[src/rtl/uart_pkg.sv]
// Shared UART definitions: receiver FSM states, oversampling constants and baud divider math.
package uart_pkg;

  localparam int unsigned SMP_PER_BIT = 16;
  localparam int unsigned SMP_W       = 4;
  localparam int unsigned BIT_W       = 4;
  localparam int unsigned DATA_W      = 8;

  // Vote window sits around the bit centre (sample 8 of 0..15)
  localparam int unsigned SMP_VOTE0 = 7;
  localparam int unsigned SMP_VOTE1 = 8;
  localparam int unsigned SMP_VOTE2 = 9;

  localparam int unsigned LAST_DATA_BIT = 8;
  localparam int unsigned LAST_BIT      = 9;

  typedef enum logic [2:0] {
    IDLE,
    START,
    DATA,
    STOP,
    BRK
  } rx_state_e;

  // Rounded clocks-per-sample divider; also used by transmit-side baud generators.
  function automatic int unsigned calc_div(input int unsigned clk_freq,
                                           input int unsigned baud,
                                           input int unsigned ovs);
    return (clk_freq + baud * (ovs / 2)) / (baud * ovs);
  endfunction

endpackage

[src/rtl/uart_baud_tick.sv]
// Oversampling tick generator: clock divider plus sample-in-bit and bit-in-frame counters.
module uart_baud_tick
  import uart_pkg::*;
#(
  parameter int unsigned DIV = 163
) (
  input  logic             clk,
  input  logic             rst_n,
  input  logic             clr,
  output logic             tick_c,
  output logic [SMP_W-1:0] smp,
  output logic [BIT_W-1:0] bit_idx
);

  localparam int unsigned CW = (DIV > 1) ? $clog2(DIV) : 1;

  logic [CW-1:0] div_cnt;

  assign tick_c = (div_cnt == CW'(DIV - 1));

  always_ff @(posedge clk or negedge rst_n) begin
    if (!rst_n) begin
      div_cnt <= '0;
      smp     <= '0;
      bit_idx <= '0;
    end else if (clr) begin
      div_cnt <= '0;
      smp     <= '0;
      bit_idx <= '0;
    end else if (tick_c) begin
      div_cnt <= '0;
      smp     <= smp + SMP_W'(1);
      // Bit counter steps on the sample wrap and stays within one frame
      if (smp == SMP_W'(SMP_PER_BIT - 1)) begin
        bit_idx <= (bit_idx == BIT_W'(LAST_BIT)) ? '0 : bit_idx + BIT_W'(1);
      end
    end else begin
      div_cnt <= div_cnt + CW'(1);
    end
  end

endmodule

[src/rtl/uart_rx_oversample.sv]
// 8N1 UART receiver with 16x oversampling, 3-sample majority vote and framing-error/break handling.
module uart_rx_oversample
  import uart_pkg::*;
#(
  parameter int unsigned CLK_FREQ   = 25_000_000,
  parameter int unsigned BAUD       = 9600,
  parameter int unsigned OVERSAMPLE = 16
) (
  input  logic              clk,
  input  logic              rst_n,
  input  logic              rs232_rx,
  output logic [DATA_W-1:0] rx_data,
  output logic              rx_int,
  output logic              frame_err
);

  localparam int unsigned DIV = calc_div(CLK_FREQ, BAUD, OVERSAMPLE);

  rx_state_e         state_q, state_d;
  logic              sync1, rx_s, rx_s_d;
  logic              fall_c;
  logic              clr_c;
  logic              tick_c;
  logic [SMP_W-1:0]  smp;
  logic [BIT_W-1:0]  bit_idx;
  logic              smp_a, smp_b;
  logic              vote_c, vote_en_c;
  logic [DATA_W-1:0] shreg, shreg_d;
  logic [DATA_W-1:0] rx_data_d;
  logic              rx_int_d, frame_err_d;

  // Two-flop synchroniser plus a delayed copy for falling-edge detection
  always_ff @(posedge clk or negedge rst_n) begin
    if (!rst_n) begin
      sync1  <= 1'b1;
      rx_s   <= 1'b1;
      rx_s_d <= 1'b1;
    end else begin
      sync1  <= rs232_rx;
      rx_s   <= sync1;
      rx_s_d <= rx_s;
    end
  end

  assign fall_c = rx_s_d & ~rx_s;

  uart_baud_tick #(
    .DIV (DIV)
  ) u_baud_tick (
    .clk     (clk),
    .rst_n   (rst_n),
    .clr     (clr_c),
    .tick_c  (tick_c),
    .smp     (smp),
    .bit_idx (bit_idx)
  );

  // First two vote samples; the third is the live rx_s on the vote tick
  always_ff @(posedge clk or negedge rst_n) begin
    if (!rst_n) begin
      smp_a <= 1'b1;
      smp_b <= 1'b1;
    end else if (tick_c) begin
      if (smp == SMP_W'(SMP_VOTE0)) smp_a <= rx_s;
      if (smp == SMP_W'(SMP_VOTE1)) smp_b <= rx_s;
    end
  end

  assign vote_en_c = tick_c && (smp == SMP_W'(SMP_VOTE2));
  assign vote_c    = (smp_a & smp_b) | (smp_a & rx_s) | (smp_b & rx_s);

  always_ff @(posedge clk or negedge rst_n) begin
    if (!rst_n) begin
      state_q   <= IDLE;
      shreg     <= '0;
      rx_data   <= '0;
      rx_int    <= 1'b0;
      frame_err <= 1'b0;
    end else begin
      state_q   <= state_d;
      shreg     <= shreg_d;
      rx_data   <= rx_data_d;
      rx_int    <= rx_int_d;
      frame_err <= frame_err_d;
    end
  end

  always_comb begin
    state_d     = state_q;
    shreg_d     = shreg;
    rx_data_d   = rx_data;
    rx_int_d    = rx_int;
    frame_err_d = frame_err;
    clr_c       = 1'b0;

    case (state_q)
      IDLE: begin
        if (fall_c) begin
          clr_c   = 1'b1;
          state_d = START;
        end
      end

      START: begin
        if (vote_en_c) begin
          if (vote_c) begin
            state_d = IDLE;
          end else begin
            rx_int_d    = 1'b1;
            frame_err_d = 1'b0;
            state_d     = DATA;
          end
        end
      end

      DATA: begin
        if (vote_en_c) begin
          shreg_d = {vote_c, shreg[DATA_W-1:1]};
          if (bit_idx == BIT_W'(LAST_DATA_BIT)) state_d = STOP;
        end
      end

      // Leaving at mid-stop-bit lets the next start edge resynchronise early
      STOP: begin
        if (vote_en_c) begin
          rx_int_d = 1'b0;
          if (vote_c) begin
            rx_data_d   = shreg;
            frame_err_d = 1'b0;
            state_d     = IDLE;
          end else begin
            frame_err_d = 1'b1;
            state_d     = BRK;
          end
        end
      end

      BRK: begin
        if (rx_s) state_d = IDLE;
      end

      default: state_d = IDLE;
    endcase
  end

endmodule

[config.mk]
export PLATFORM = sky130hd
export DESIGN_NAME = uart_rx_oversample
export DESIGN_NICKNAME = d
export VERILOG_FILES = /design/src/rtl/uart_pkg.sv /design/src/rtl/uart_baud_tick.sv /design/src/rtl/uart_rx_oversample.sv
export SDC_FILE = /design/constraint.sdc
export NUM_CORES = 1
export LEC_CHECK = 0
export ABC_CLOCK_PERIOD_IN_PS = 4300
export CAP_MARGIN = 10
export CORE_MARGIN = 2
export CORE_UTILIZATION = 62
export CTS_CLUSTER_DIAMETER = 40
export CTS_CLUSTER_SIZE = 14
export DETAILED_ROUTE_END_ITERATION = 7
export HOLD_SLACK_MARGIN = 0.12
export MAX_ROUTING_LAYER = met4
export PLACE_DENSITY = 0.92
export SLEW_MARGIN = 20
export SYNTH_ARGS = -nofsm -noshare
export SYNTH_HDL_FRONTEND = slang
export SYNTH_SLANG_ARGS = --single-unit
[constraint.sdc]
create_clock -name clk -period 4.3 [get_ports clk]
set_input_delay 0.86 -clock clk [delete_from_list [all_inputs] [get_ports clk]]
set_output_delay 0.86 -clock clk [all_outputs]
set_load 0.01 [all_outputs]
# Word-level counts from Yosys, hierarchy flattened
# Cells that the tools add are included.
# op_classes
reduce_logical	12
n_bitwise	7
addsub	3
muxes	28
n_eq_ne	18
# ops
op	count
$mux W4	6
$mux W3	7
$eq A4 B4 Y1 const B	5
$mux W8	2
$pmux W3 S5	1
$ne A2 B2 Y1 const B	7
$mux W1	9
$add A4 B1 Y4 const B	2
$add A8 B1 Y8 const B	1
$eq A8 B8 Y1 const B	1
$reduce_and A2 Y1	4
$eq A3 B2 Y1 const B	2
$reduce_and A6 Y1	1
$reduce_bool A2 Y1	3
$and A1 B1 Y1	4
$eq A4 B3 Y1 const B	1
$pmux W1 S2	2
$reduce_and A4 Y1	1
$eq A3 B1 Y1 const B	1
$eq A3 B3 Y1 const B	1
$logic_not A3 Y1	1
$reduce_and A3 Y1	1
$mux W2	1
$or A1 B1 Y1	2
2 further kinds	2
# word_totals
regBits	42
output_inout_bits	10
input_bits	3
word_cells	81

# Longest topological paths before layout
# logic_depth
depth_word	6
mapped_depth	6

# Modules after synthesis
# A second synthesis with hierarchy kept.
# unflattened
cells_unflattened	156
hier_area_um2	1954.4
# by_module_without_submodules
module	cells_each	seq_area_each_um2	area_each_um2	n_inst
uart_rx_oversample	75	656.9	1123.6	1
uart_baud_tick	81	400.4	830.8	1

# Worst setup path after synthesis
# OpenSTA, ideal clock, no wires.
# synth_timing
path_type	register to register
start	register u_baud_tick.div_cnt[0]
end	register rx_data[0]
period_less_slack_ns	1.957
setup_slack_ns	2.343
path_buffers	0
t_arrival_ns	1.832
stages_incl_launch_ff	7
setup_time_ns	0.125
cell_sequence	dfrtp_1 -> inv_1 -> ha_1 -> and4b_2 -> nand2_4 -> nor4_4 -> mux2_2
# synth_between
elab_chain_len	3
# synth_lines
element	line	text
from (decl)	uart_baud_tick.sv:17	logic [CW-1:0] div_cnt;
from (signal assigned)	uart_baud_tick.sv:38	div_cnt <= div_cnt + CW'(1);
$eq A8 B8 Y1	uart_baud_tick.sv:19	assign tick_c = (div_cnt == CW'(DIV - 1));
$logic_and A1 B1 Y1	uart_rx_oversample.sv:69	assign vote_en_c = tick_c && (smp == SMP_W'(SMP_VOTE2));
$reduce_and A3 Y1 (no line)	--	
to (signal assigned)	uart_rx_oversample.sv:82	rx_data <= rx_data_d;
to (decl)	uart_rx_oversample.sv:12	output logic [DATA_W-1:0] rx_data,
# No other way between the ends.
# A chain may end at the register's enable or synchronous reset.

# Worst setup path after layout
# layout_timing
start	register u_baud_tick.div_cnt[0]
end	register rx_data[2]
# The elaborated chain is that of the path after synthesis.

==> impl_metrics.tcl <==
set metrics [dict create \
    fin_ws_ns 2.104 \
    initial_core_util_pct 64.71 \
    ant_nets 0 \
    crit_slowest_cell "nor4_4" \
    cap_violations 0 \
    peakVddDrop_mv 0.3287 \
    diodes 0 \
    nets 188 \
    io_pins 13 \
    drt_iter0_drc 74 \
    postCtsSetupBuffers 0 \
    p_int_mw 0.5993 \
    cts_sinks 42 \
    path_class "reg2reg" \
    grt_usage_pct 21.74 \
    startpoint "u_baud_tick.div_cnt[0]" \
    grtUsageMet2_pct 33.39 \
    hold_violations 0 \
    power_density_mw_per_mm2 382.6 \
    cp.arrival_ns 2.46 \
    tns_ns 0 \
    setup_viol 0 \
    synth_area_mm2 0.001959 \
    clk_pin_slew_ns 0.13 \
    synth_edf_count 0 \
    antenna_found_initial 0 \
    cts_tree "yes" \
    r2r_cells 6 \
    p_switching_mw 0.2419 \
    gr-usage-met3_pct 4.762 \
    power_mw 0.8412 \
    startpoint_type "flop" \
    cts_resized 0 \
    grt_pass1_wl_mm 5.506 \
    area_growth_syn_to_layout_pct 12.20 \
    grt_use_met1_pct 26.52 \
    fp.dieH_um 60.22 \
    synthArstFlopShare_pct 100.0 \
    cp.required_ns 4.56 \
    critPathCaptureType "flop" \
    ys_seq_elements 42 \
    place_congestion 0.8273 \
    dpl.hpwl_mm 2.443 \
    root_buffer "clkbuf_4" \
    synth-seq-area-share_pct 53.96 \
    synth_top_area_cell "dfrtp_1" \
    rsz0062_at_grt "false" \
    dr.pass1.iters 4 \
    slowest_delay_ns 0.58 \
    swShare_pct 28.75 \
    avgSynthCellArea_um2 11.95 \
    syn_nets 172 \
    rows 20 \
    numCtsBuffers 5 \
    grt_pass1_vias 1238 \
    vias_per_cell 5.564 \
    max-slew-margin-rel_pct 39.21 \
    worst_pin_slew_ns 0.9119 \
    synth_top_area_share_pct 47.25 \
    yosys-top-cells-count "37 x dfrtp_1, 20 x nor2_1, 18 x mux2_2, 9 x nand3_1, 7 x inv_1" \
    synthTopCellsByArea "dfrtp_1 47%, mux2_2 10%, dfstp_2 6.7%" \
    pwr-share-seq_pct 56.9 \
    cpLargestDelayFamily "simple AND/OR/NAND/NOR gates" \
    io_buffers 12 \
    synth_cells 164 \
    wl_mm 3.351 \
    die-area_mm2 0.003626 \
    routedWlPerCell_um 14.89 \
    holdWs_ns 0.3652 \
    fp.coreArea_mm2 0.003028 \
    fmax_ghz 0.4554 \
    cp-endpoint "rx_data[2]" \
    pwr-share-comb_pct 12.9 \
    slew_violations 0 \
    synth_ff_type "dfrtp_1" \
    r2r_slack_ns 2.10 \
    p_clk_share_pct 30.2 \
    grt_max_degree 43 \
    path_cells "inv_1 -> ha_1 -> and4b_2 -> nand2_4 -> nor4_4 -> mux2_2" \
    clock_skew_ns 0.008449 \
    die_x_um 60.22 \
    drive_gt1_share_pct 23.20 \
    yosys_warnings 0 \
    min_period_ns 2.196 \
    dp_slack_ns 2.126 \
    post-route-util_pct 72.60 \
    rr_endpoint "rx_data[2]" \
    leakage_nw 1.024 \
    grt.busiest_layer "met2" \
    cp.depth 6 \
    clock_latency_ns 0.36 \
    worstPathMaxFanout 8 \
    drc 0 \
    cts_hold_buf 0 \
    yosysUniqueCellTypes 37 \
    path_buf_inv 1 \
    grt_overflow 0 \
    r2r-start "u_baud_tick.div_cnt[0]" \
    clk_path_buf_depth 2 \
    cts_max_level 2 \
    post-route-period-util_pct 51.07 \
    yosysMostFrequentCell "dfrtp_1" \
    status "completed" \
    vias 1252 \
    hp-class "reg2reg" \
]
[worst min-delay path by stage]
stage          start    to  cells past startpoint
2_1_floorplan  sync1  rx_s                      0
3_3_place_gp   sync1  rx_s                      0
3_5_place_dp   sync1  rx_s                      0
4_1_cts        sync1  rx_s                      0
5_1_grt        sync1  rx_s                      0
6_report       sync1  rx_s                      0
[metrics by stage]
step,cell area [µm²],cells
2_1_floorplan,1959,164
3_3_place_gp,2117,217
3_5_place_dp,2117,217
4_1_cts,2198,225
5_1_grt,2198,225
6_report,2198,225
[placed cells by master (no fill, tap or decap), types with 2 or more instances in the layout]
cell type / n
ha_1: 5
nand2b_1: 2
dfrtp_1: 37
clkdlybuf4s50_1: 11
nor4b_1: 2
xnor2_1: 5
a21o_1: 2
nand4_1: 2
nor4_1: 3
nor2_1: 20
nor3_1: 3
nand2_1: 6
and3_1: 3
a21oi_1: 4
nor3_2: 3
nor4_4: 2
clkbuf_4: 5
xor2_1: 6
dfstp_2: 5
mux2_2: 18
inv_1: 7
mux2i_1: 3
nand3_1: 9
[layout make-up]
cell class	count	area (µm²)
clock inverters	3	43.79
clock buffers	5	37.54
well taps	44	55.05
repair buffers	12	115.1
flip-flops and latches	42	1057
multi-input cells	112	863.3
fillers	207	829.5
inverters	7	26.28
[state kept, by name (all words and copies together), names as in the netlist, 3 cells and up]
register,flops
u_baud_tick.smp,4
shreg,8
u_baud_tick.div_cnt,8
rx_data,8
state_q,3
u_baud_tick.bit_idx,4
[cells by family after synthesis]
kind of cell             count (synthesis)  synth area share, %
buffers and inverters                   10                1.980
AO/OA/AOI/OAI                            9                2.810
flip-flops                              42                53.96
AND/OR/NAND/NOR                         65                20.75
XOR/XNOR                                11                4.917
adder cells (fa/ha/maj)                  6                3.704
multiplexers                            21                11.88
[worst reg2reg max path: cells and delay by family, from the launching register on]
family | cells | cell delay [ns]
AND/OR/NAND/NOR | 3 | 0.98
buffers and inverters | 1 | 0.09
multiplexers | 1 | 0.41
flip-flops | 1 | 0.46
adder cells (fa/ha/maj) | 1 | 0.16
[routing by layer]
metal / part of all wire [%] / vias to the layer above
met1: 44 / 618
met5: 0 / -
met4: 2.1 / 0
met3: 2.9 / 7
met2: 51 / 24
li1: - / 603
[power groups by stage]
stage	clock (mW)	combinational, mW	sequential, mW
3_3_place_gp	0	0.104	0.481
6_report	0.254	0.108	0.479
4_1_cts	0.259	0.109	0.477
3_5_place_dp	0	0.108	0.485
2_1_floorplan	0	0.0881	0.473
5_1_grt	0.283	0.124	0.484
Note: power is estimated with default switching activity, not from simulation.
